$ cat src/rtl/text_console_pkg.sv
// -----------------------------------------------------------------------------
// text_console_pkg
// Shared definitions for the text console writer and the tile layer that reads
// the text buffer:
//   - state_e       : console controller states
//   - CHAR_*        : control codes the console interprets
//   - COL_BITS/ROW_BITS/ADDR_BITS : {row, col} text buffer address layout
//   - make_addr()   : packs a row/column pair into a text buffer address
// -----------------------------------------------------------------------------
package text_console_pkg;

    // Text buffer address layout: {row[4:0], col[4:0]}
    localparam int COL_BITS  = 5;
    localparam int ROW_BITS  = 5;
    localparam int ADDR_BITS = ROW_BITS + COL_BITS;

    // Control codes
    localparam logic [7:0] CHAR_BS        = 8'h08;
    localparam logic [7:0] CHAR_LF        = 8'h0A;
    localparam logic [7:0] CHAR_FF        = 8'h0C;
    localparam logic [7:0] CHAR_CR        = 8'h0D;
    localparam logic [7:0] CHAR_PRINT_MIN = 8'h20;

    typedef enum logic [1:0] {
        ST_IDLE       = 2'd0,
        ST_CLR_SCREEN = 2'd1,
        ST_CLR_LINE   = 2'd2
    } state_e;

    function automatic logic [ADDR_BITS-1:0] make_addr(
        input logic [ROW_BITS-1:0] row,
        input logic [COL_BITS-1:0] col
    );
        return {row, col};
    endfunction

endpackage

$ cat src/rtl/text_console_if.sv
// -----------------------------------------------------------------------------
// text_console_if
// Character stream in and text buffer write port out of the console.
//   i_char_valid / i_char / o_char_ready : upstream valid/ready character stream
//   o_wr_en / o_wr_addr / o_wr_data      : text buffer RAM write port
// Modports:
//   slave  : the console itself (consumes characters, drives the RAM port)
//   master : the upstream character source / RAM side
// -----------------------------------------------------------------------------
interface text_console_if;
    import text_console_pkg::*;

    logic                 i_char_valid;
    logic [7:0]           i_char;
    logic                 o_char_ready;
    logic                 o_wr_en;
    logic [ADDR_BITS-1:0] o_wr_addr;
    logic [7:0]           o_wr_data;

    modport slave (
        input  i_char_valid,
        input  i_char,
        output o_char_ready,
        output o_wr_en,
        output o_wr_addr,
        output o_wr_data
    );

    modport master (
        output i_char_valid,
        output i_char,
        input  o_char_ready,
        input  o_wr_en,
        input  o_wr_addr,
        input  o_wr_data
    );

endinterface

$ cat src/rtl/text_console.sv
// -----------------------------------------------------------------------------
// text_console
// Terminal-style writer for a COLS x ROWS character text buffer. Accepts one
// character code per handshake, interprets LF/CR/BS/FF, writes printable codes
// at the cursor and clears lines / the whole screen one cell per cycle.
// Ports:
//   i_pix_clk            : sole clock, rising edge
//   i_reset              : synchronous active-high reset
//   bus (slave)          : character stream in, text buffer write port out
//   o_cursor_col/row     : current cursor position
//   o_busy               : high while a line or screen clear is running
// All outputs come straight from flops.
// -----------------------------------------------------------------------------
module text_console
    import text_console_pkg::*;
#(
    parameter int unsigned COLS           = 32,
    parameter int unsigned ROWS           = 32,
    parameter logic [7:0]  BLANK_CHAR     = 8'h20,
    parameter bit          CLEAR_ON_RESET = 1'b1
) (
    input  logic                i_pix_clk,
    input  logic                i_reset,
    text_console_if.slave       bus,
    output logic [COL_BITS-1:0] o_cursor_col,
    output logic [ROW_BITS-1:0] o_cursor_row,
    output logic                o_busy
);

    localparam int                  COL_SHIFT   = $clog2(COLS);
    localparam logic [COL_BITS-1:0] COL_LAST    = COL_BITS'(COLS - 1);
    localparam logic [ROW_BITS-1:0] ROW_LAST    = ROW_BITS'(ROWS - 1);
    localparam logic [9:0]          COL_MASK    = 10'(COLS - 1);
    localparam logic [9:0]          LINE_LAST   = 10'(COLS - 1);
    localparam logic [9:0]          SCREEN_LAST = 10'(ROWS * COLS - 1);
    localparam state_e              RESET_STATE = CLEAR_ON_RESET ? ST_CLR_SCREEN : ST_IDLE;

    state_e               state_q, state_d;
    logic [COL_BITS-1:0]  col_q, col_d;
    logic [ROW_BITS-1:0]  row_q, row_d;
    logic [9:0]           clr_cnt_q, clr_cnt_d;
    logic                 wr_en_q, wr_en_d;
    logic [ADDR_BITS-1:0] wr_addr_q, wr_addr_d;
    logic [7:0]           wr_data_q, wr_data_d;
    logic                 char_ready_q, char_ready_d;
    logic                 busy_q, busy_d;

    logic                 accept;
    logic [ROW_BITS-1:0]  next_row;

    assign accept   = bus.i_char_valid && char_ready_q;
    // Rows wrap instead of scrolling
    assign next_row = (row_q == ROW_LAST) ? '0 : row_q + 1'b1;

    // State register plus all registered outputs; reset aborts any clear in
    // progress and restarts from a known cursor and clear counter.
    always_ff @(posedge i_pix_clk) begin
        if (i_reset) begin
            state_q      <= RESET_STATE;
            col_q        <= '0;
            row_q        <= '0;
            clr_cnt_q    <= '0;
            wr_en_q      <= 1'b0;
            wr_addr_q    <= '0;
            wr_data_q    <= '0;
            char_ready_q <= !CLEAR_ON_RESET;
            busy_q       <= CLEAR_ON_RESET;
        end else begin
            state_q      <= state_d;
            col_q        <= col_d;
            row_q        <= row_d;
            clr_cnt_q    <= clr_cnt_d;
            wr_en_q      <= wr_en_d;
            wr_addr_q    <= wr_addr_d;
            wr_data_q    <= wr_data_d;
            char_ready_q <= char_ready_d;
            busy_q       <= busy_d;
        end
    end

    // Next-state logic: a wrapping printable or an LF starts a line clear of
    // the new row, FF starts a full-screen clear; clears end on their last cell.
    always_comb begin
        state_d = state_q;
        unique case (state_q)
            ST_IDLE: begin
                if (accept) begin
                    if (bus.i_char >= CHAR_PRINT_MIN) begin
                        if (col_q == COL_LAST) begin
                            state_d = ST_CLR_LINE;
                        end
                    end else if (bus.i_char == CHAR_LF) begin
                        state_d = ST_CLR_LINE;
                    end else if (bus.i_char == CHAR_FF) begin
                        state_d = ST_CLR_SCREEN;
                    end
                end
            end
            ST_CLR_LINE: begin
                if (clr_cnt_q == LINE_LAST) begin
                    state_d = ST_IDLE;
                end
            end
            ST_CLR_SCREEN: begin
                if (clr_cnt_q == SCREEN_LAST) begin
                    state_d = ST_IDLE;
                end
            end
            default: state_d = ST_IDLE;
        endcase
    end

    // Output and datapath logic: cursor movement, the single-cycle write strobe
    // and the clear counter, which sweeps the cells and wraps back to zero.
    always_comb begin
        col_d        = col_q;
        row_d        = row_q;
        clr_cnt_d    = clr_cnt_q;
        wr_en_d      = 1'b0;
        wr_addr_d    = wr_addr_q;
        wr_data_d    = wr_data_q;
        char_ready_d = (state_d == ST_IDLE);
        busy_d       = (state_d != ST_IDLE);

        unique case (state_q)
            ST_IDLE: begin
                if (accept) begin
                    if (bus.i_char >= CHAR_PRINT_MIN) begin
                        wr_en_d   = 1'b1;
                        wr_addr_d = make_addr(row_q, col_q);
                        wr_data_d = bus.i_char;
                        if (col_q == COL_LAST) begin
                            col_d = '0;
                            row_d = next_row;
                        end else begin
                            col_d = col_q + 1'b1;
                        end
                    end else if (bus.i_char == CHAR_LF) begin
                        col_d = '0;
                        row_d = next_row;
                    end else if (bus.i_char == CHAR_CR) begin
                        col_d = '0;
                    end else if (bus.i_char == CHAR_BS) begin
                        if (col_q != '0) begin
                            col_d     = col_q - 1'b1;
                            wr_en_d   = 1'b1;
                            wr_addr_d = make_addr(row_q, col_q - 1'b1);
                            wr_data_d = BLANK_CHAR;
                        end
                    end else if (bus.i_char == CHAR_FF) begin
                        col_d = '0;
                        row_d = '0;
                    end
                end
            end
            ST_CLR_LINE: begin
                wr_en_d   = 1'b1;
                wr_addr_d = make_addr(row_q, COL_BITS'(clr_cnt_q));
                wr_data_d = BLANK_CHAR;
                clr_cnt_d = (clr_cnt_q == LINE_LAST) ? '0 : clr_cnt_q + 1'b1;
            end
            ST_CLR_SCREEN: begin
                // Linear counter split into row/column so narrower screens
                // still land on the {row, col} layout.
                wr_en_d   = 1'b1;
                wr_addr_d = make_addr(ROW_BITS'(clr_cnt_q >> COL_SHIFT),
                                      COL_BITS'(clr_cnt_q & COL_MASK));
                wr_data_d = BLANK_CHAR;
                clr_cnt_d = (clr_cnt_q == SCREEN_LAST) ? '0 : clr_cnt_q + 1'b1;
            end
            default: begin
                clr_cnt_d = '0;
            end
        endcase
    end

    assign bus.o_char_ready = char_ready_q;
    assign bus.o_wr_en      = wr_en_q;
    assign bus.o_wr_addr    = wr_addr_q;
    assign bus.o_wr_data    = wr_data_q;
    assign o_cursor_col     = col_q;
    assign o_cursor_row     = row_q;
    assign o_busy           = busy_q;

endmodule

$ cat src/flat_wrapper.sv
// flat-port wrapper written by rule: the top's interface ports become plain ports
module text_console_flat import text_console_pkg::*;
#(
    parameter int unsigned COLS           = 32,
    parameter int unsigned ROWS           = 32,
    parameter logic [7:0]  BLANK_CHAR     = 8'h20,
    parameter bit          CLEAR_ON_RESET = 1'b1
)
  (i_pix_clk, i_reset, o_cursor_col, o_cursor_row, o_busy, bus_i_char_valid, bus_i_char, bus_o_char_ready, bus_o_wr_en, bus_o_wr_addr, bus_o_wr_data);
  text_console_if bus_i ();
  input  logic i_pix_clk;
  input  logic i_reset;
  output logic [COL_BITS-1:0] o_cursor_col;
  output logic [ROW_BITS-1:0] o_cursor_row;
  output logic o_busy;
  input wire logic [$bits(bus_i.i_char_valid)-1:0] bus_i_char_valid;
  input wire logic [$bits(bus_i.i_char)-1:0] bus_i_char;
  output wire logic [$bits(bus_i.o_char_ready)-1:0] bus_o_char_ready;
  output wire logic [$bits(bus_i.o_wr_en)-1:0] bus_o_wr_en;
  output wire logic [$bits(bus_i.o_wr_addr)-1:0] bus_o_wr_addr;
  output wire logic [$bits(bus_i.o_wr_data)-1:0] bus_o_wr_data;
  assign bus_i.i_char_valid = bus_i_char_valid;
  assign bus_i.i_char = bus_i_char;
  assign bus_o_char_ready = bus_i.o_char_ready;
  assign bus_o_wr_en = bus_i.o_wr_en;
  assign bus_o_wr_addr = bus_i.o_wr_addr;
  assign bus_o_wr_data = bus_i.o_wr_data;
  text_console #(.COLS(COLS), .ROWS(ROWS), .BLANK_CHAR(BLANK_CHAR), .CLEAR_ON_RESET(CLEAR_ON_RESET)) u_core (.i_pix_clk(i_pix_clk), .i_reset(i_reset), .bus(bus_i), .o_cursor_col(o_cursor_col), .o_cursor_row(o_cursor_row), .o_busy(o_busy));
endmodule
$ cat config.mk
export PLATFORM = sky130hd
export DESIGN_NAME = text_console_flat
export DESIGN_NICKNAME = d
export VERILOG_FILES = /design/src/rtl/text_console_pkg.sv /design/src/rtl/text_console_if.sv /design/src/rtl/text_console.sv /design/src/flat_wrapper.sv
export SDC_FILE = /design/constraint.sdc
export NUM_CORES = 1
export LEC_CHECK = 0
export ABC_AREA = 1
export CAP_MARGIN = 10
export CORE_ASPECT_RATIO = 1.2
export CORE_MARGIN = 2
export CORE_UTILIZATION = 49
export DETAILED_ROUTE_END_ITERATION = 8
export GPL_TIMING_DRIVEN = 0
export PLACE_DENSITY_LB_ADDON = 0.05
export REMOVE_ABC_BUFFERS = 1
export SLEW_MARGIN = 20
export SYNTH_ARGS = -nofsm -noshare
export SYNTH_HDL_FRONTEND = slang
export SYNTH_SLANG_ARGS = --single-unit
$ cat constraint.sdc
create_clock -name i_pix_clk -period 1.77 [get_ports i_pix_clk]
set_input_delay 0.354 -clock i_pix_clk [delete_from_list [all_inputs] [get_ports i_pix_clk]]
set_output_delay 0.354 -clock i_pix_clk [all_outputs]
set_load 0.02 [all_outputs]
### Yosys cells after proc, flatten, opt, wreduce, memory -nomap -nowiden

Cells that the tools add are included.

* bits in registers: 43
* input port bits: 11
* output and inout port bits: 31
* word-level logic and storage cells: 92

* add/sub/neg operators: 4
* $lt $le $gt $ge: 1
* equal/unequal tests: 19
* multiplexer cells: 45
* reduce and logical (&&, ||, !) cells: 14

Operator list (count)
* $mux W10: 8
* $mux W5: 13
* $pmux W10 S3: 2
* $mux W8: 6
* $eq A8 B4 Y1 const B: 4
* $reduce_and A6 Y1: 3
* $pmux W8 S2: 1
* $mux W2: 7
* $ne A3 B1 Y1 const B: 4
* $add A10 B1 Y10 const B: 1
* $add A5 B1 Y5 const B: 2
* $eq A10 B10 Y1 const B: 1
* $eq A10 B5 Y1 const B: 1
* $eq A5 B5 Y1 const B: 2
* $reduce_bool A5 Y1: 2
* $ge A8 B6 Y1 const B: 1
* $mux W1: 6
* $ne A3 B2 Y1 const B: 2
* $pmux W2 S3: 1
* $reduce_bool A3 Y1: 2
* $ne A5 B2 Y1 const B: 1
* $sub A5 B1 Y5 const B: 1
* $logic_not A2 Y1: 2
* $reduce_and A4 Y1: 1
* 8 further kinds: 9

### Logic depth before layout (Yosys ltp)

* depth in word-level cells: 8
* mapped depth: 12
* gate-level depth less buffers: 12

### Worst setup path after synthesis

Ideal clock, no wire load.

* kind: register -> register
* start point: register u_core.col_q[1] (netlist: u_core.o_cursor_col[1])
* end point: register u_core.row_q[1] (netlist: u_core.o_cursor_row[1])
* library setup time: 0.118 ns
* data arrival time: 1.662 ns
* required time: 1.652 ns
* path slack: -0.009 ns
* cell stages (with the launch flop): 12
* buffers on the path: 0
* period minus slack after synthesis: 1.779 ns
* cell sequence: dfxtp_1 -> ha_1 -> nand2_1 -> nor2_1 -> ha_1 -> inv_1 -> nand2_1 -> nand2_1 -> nor2_4 -> nand2_2 -> o21ai_1 -> nor2_1

* cells in the longest elaborated chain, start to end: 3

Ends and longest elaborated chain
* from (decl): RTL line text_console.sv:39 `logic [COL_BITS-1:0] col_q, col_d;`
* from (signal assigned): RTL line text_console.sv:70 `col_q <= col_d;`
* $eq A5 B5 Y1: RTL line text_console.sv:132 `if (col_q == COL_LAST) begin`
* $ne A2 B2 Y1 (no source line)
* $reduce_and A6 Y1 (no source line)
* to (signal assigned): RTL line text_console.sv:71 `row_q <= row_d;`
* to (decl): RTL line text_console.sv:40 `logic [ROW_BITS-1:0] row_q, row_d;`

No other way between the ends.
A chain may end at the register's enable or synchronous reset.

### Worst setup path after layout

* start point: register u_core.row_q[0] (netlist: u_core.o_cursor_row[0])
* end point: output o_cursor_row[0]

RTL lines
* to (decl): RTL line flat_wrapper.sv:14 `output logic [ROW_BITS-1:0] o_cursor_row;`

No word-level cell between the ends.

==> out/qor.yml <==
run_status:
  status: "complete, no violations"
placed_design:
  globalplace.congestion: 0.881
  dp_hpwl_mm: 4.61
  portBuffers: 41
clocking:
  path_clk_slew_ns: 0.08
  clkSinkCount: 43
  cts_max_level: 2
  cts_root_buf: "clkbuf_8"
  cts_buffers: 5
  hold_buffers: 0
  clk_path_buf_depth: 2
  clock_latency_ns: 0.30
  cts_tree: "done"
timing:
  clock_skew_ns: 0.00267
  slew_violations: 0
  hold_viol_final: 0
  worst_slew_pin_slew_ns: 0.522
  fmax_mhz: 584
  finalCritPeriodShare: 0.968
  fin_crit_ns: 1.71
  slew_headroom: 0.652
  setup_violations: 0
detailed_routing:
  routed_wl_mm: 7.12
  drt_iter0_drc: 111
  drc: 0
  wl_per_cell_um: 13.4
  ant_nets: 0
  via_count: 2831
  dr.pass1.iters: 6
  viasPerCell: 5.34
synth:
  synth-simple-area-share: 0.416
  yosysMostFrequentCell: "nand2_1"
  ys_warn_count: 0
  synth-compound-area-share: 0.111
  syn_area_um2: 2670
  synthMuxAreaShare: 0
  yosys.area.top_type: "dfxtp_1"
  netlist_instances: 411
  ys_top_cells_by_count: "113 x nand2_1, 66 x nor2_1, 43 x dfxtp_1"
  syn_avg_cell_area_um2: 6.49
  synthXorXnorAreaFrac: 0.0164
  async_flop_share: 0
  synth_seq_area_share: 0.323
  synth_edf_count: 0
  synth_flop_cell: "dfxtp_1"
  synth.area.top_cells: "dfxtp_1 32%, nand2_1 16%, nor2_1 9.3%, nand3_1 5.4%, a21oi_1 5.1%"
  ys_types: 31
  yosys_register_bits: 43
  synth_top_area_frac: 0.323
  synth_fa_ha_area_frac: 0.0469
  synth_top_family_by_area: "simple AND/OR/NAND/NOR gates"
pwr:
  finalPower_mw: 2.42
  power.density_nw_per_um2: 682
  vdd_ir_drop_max_mv: 0.355
  p_leak_nw: 1.62
critical_path:
  cp_cell_sequence: "clkdlybuf4s50_1"
  critPathArrivalTime_ns: 1.36
  end_kind: "output pin"
  startpoint_type: "flip-flop"
  cp.required_ns: 1.42
  crit_path_top_delay_cell: "clkdlybuf4s50_1"
  slowest_delay_ns: 0.64
  critPathBufInv: 1
  cp_top_family: "buffers and inverters"
  critPathKind: "flip-flop to output pin"
  cp_max_fo: 6
layout:
  syn_to_final_growth_pct: 32.8
  final_nets: 488
  n_fill_cell: 477
  drive_gt1_frac: 0.184
  antenna_cells: 0
  utilization: 0.673
floorplan:
  coreArea_um2: 5260
  die_x_um: 71.4
  die_h_um: 84.8
  rows: 29
  start_util: 0.507
  dieArea_um2: 6060
  pin_count: 42
global_route:
  grt_max_degree: 19
  antenna_found_initial: 0
  grt_usage: 0.234
  grt_pass1_vias: 2564
  gr-total-overflow: 0
  grt_pass1_wl_mm: 11.4
run:
  maxCapViolations: 0
worst_hold_path:
  hold_class: "input port to flip-flop"
==> final timing paths <==
path | cells past startpoint | slack [ns] | start | to
max | 1 | 0.06 | u_core.o_cursor_row[0]$_SDFFE_PP0P_ | o_cursor_row[0]
min | 5 | 0.44 | bus_i_char[3] | u_core.bus.o_wr_data[3]$_SDFFE_PP0P_
max reg2reg | 11 | 0.07 | u_core.o_cursor_col[0]$_SDFFE_PP0P_ | u_core.bus.o_wr_data[0]$_SDFFE_PP0P_
min reg2reg | 2 | 0.48 | u_core.bus.o_wr_addr[1]$_SDFFE_PP0P_ | u_core.bus.o_wr_addr[1]$_SDFFE_PP0P_
==> cells by family (layout without fill, tap and decap cells) <==
| logic type | count (synthesis) | count (layout) |
|---|---|---|
| simple gates | 248 | 249 |
| compound gates | 54 | 54 |
| buf+inv | 51 | 107 |
| flops | 43 | 43 |
| fa+ha+maj | 10 | 10 |
| xor+xnor | 5 | 5 |
==> cell usage in the layout (no fill, tap or decap), drive strengths merged <==
cell type / instances
inv: 38
clkinvlp: 2
o2111ai: 2
or2: 3
clkdlybuf4s50: 28
nor3: 10
buf: 17
a211oi: 1
ha: 10
o21ai: 19
nor2: 74
clkbuf: 9
xnor2: 1
a21oi: 27
dlygate4sd2: 2
nand2: 119
o211ai: 1
o22ai: 4
clkdlybuf4s15: 1
dfxtp: 43
nand4: 10
xor2: 4
nand3: 33
dlymetal6s2s: 10
==> worst reg2reg max path, cell delays in order, from the launching register on <==
cell and delay (ns):
dfxtp_4 0.39, inv_2 0.07, ha_1 0.23, nand3_2 0.11, inv_1 0.06, nand4_1 0.12
nand2_4 0.10, nor2_4 0.19, clkbuf_16 0.19, nand2_1 0.06, nand2_1 0.06, nor2_1 0.04
==> repair_timing <==
action | 4_1_cts | 5_1_grt
endpoints found under the setup margin | 46 | 31
resized for setup | 15 | 49
cloned | 2 | 1
setup buffers | 10 | 7
pin swaps | 7 | 13
hold endpoints to repair | 0 | 0
==> metal layers <==
| layer | track usage | vias to the layer above | share of wire |
|---|---|---|---|
| li1 | - | 1439 | - |
| met1 | 0.278 | 1293 | 0.43 |
| met2 | 0.405 | 82 | 0.49 |
| met3 | 0.0392 | 17 | 0.056 |
| met4 | 0.113 | 0 | 0.023 |
| met5 | 0 | - | 0 |
==> where the power goes <==
part / switching, mW / total (mW) / internal, mW
Clock: 0.336 / 0.692 / 0.356
Combinational: 0.376 / 0.660 / 0.284
Sequential: 0.0381 / 1.07 / 1.03
==> final cells by class <==
class                           count  area (um^2)  area share
Timing Repair Buffer               59          603       0.170
Tap cell                           62         77.6      0.0219
Clock buffer                        8          100      0.0282
Sequential cell                    43          876       0.247
Multi-Input combinational cell    318         1720       0.486
Timing Repair inverter              1         7.51     0.00212
Inverter                           39          158      0.0445
==> flip-flops by register name (all words and copies together) (netlist names) <==
signal                   cells
u_core.clr_cnt_q            10
u_core.state_q               2
u_core.o_cursor_col          5
u_core.bus.o_wr_addr        10
u_core.bus.o_wr_en           1
u_core.bus.o_char_ready      1
u_core.o_cursor_row          5
u_core.bus.o_wr_data         8
u_core.o_busy                1
==> stage by stage <==
| stage | TNS (ns) | hold WS (ns) | area (um^2) | instances | worst slack (ns) |
|---|---|---|---|---|---|
| after global routing | -0.0235 | 0.465 | 3540 | 530 | -0.0127 |
| after floorplan | -2.44 | 0.423 | 2580 | 399 | -0.143 |
| after global placement | -19.28 | 0.461 | 3070 | 502 | -0.712 |
| after detailed placement | -19.96 | 0.471 | 3070 | 502 | -0.738 |
| after CTS | 0 | 0.487 | 3310 | 522 | 0.00358 |
| final | 0 | 0.435 | 3540 | 530 | 0.0570 |
(Power assumes the default switching activity.)
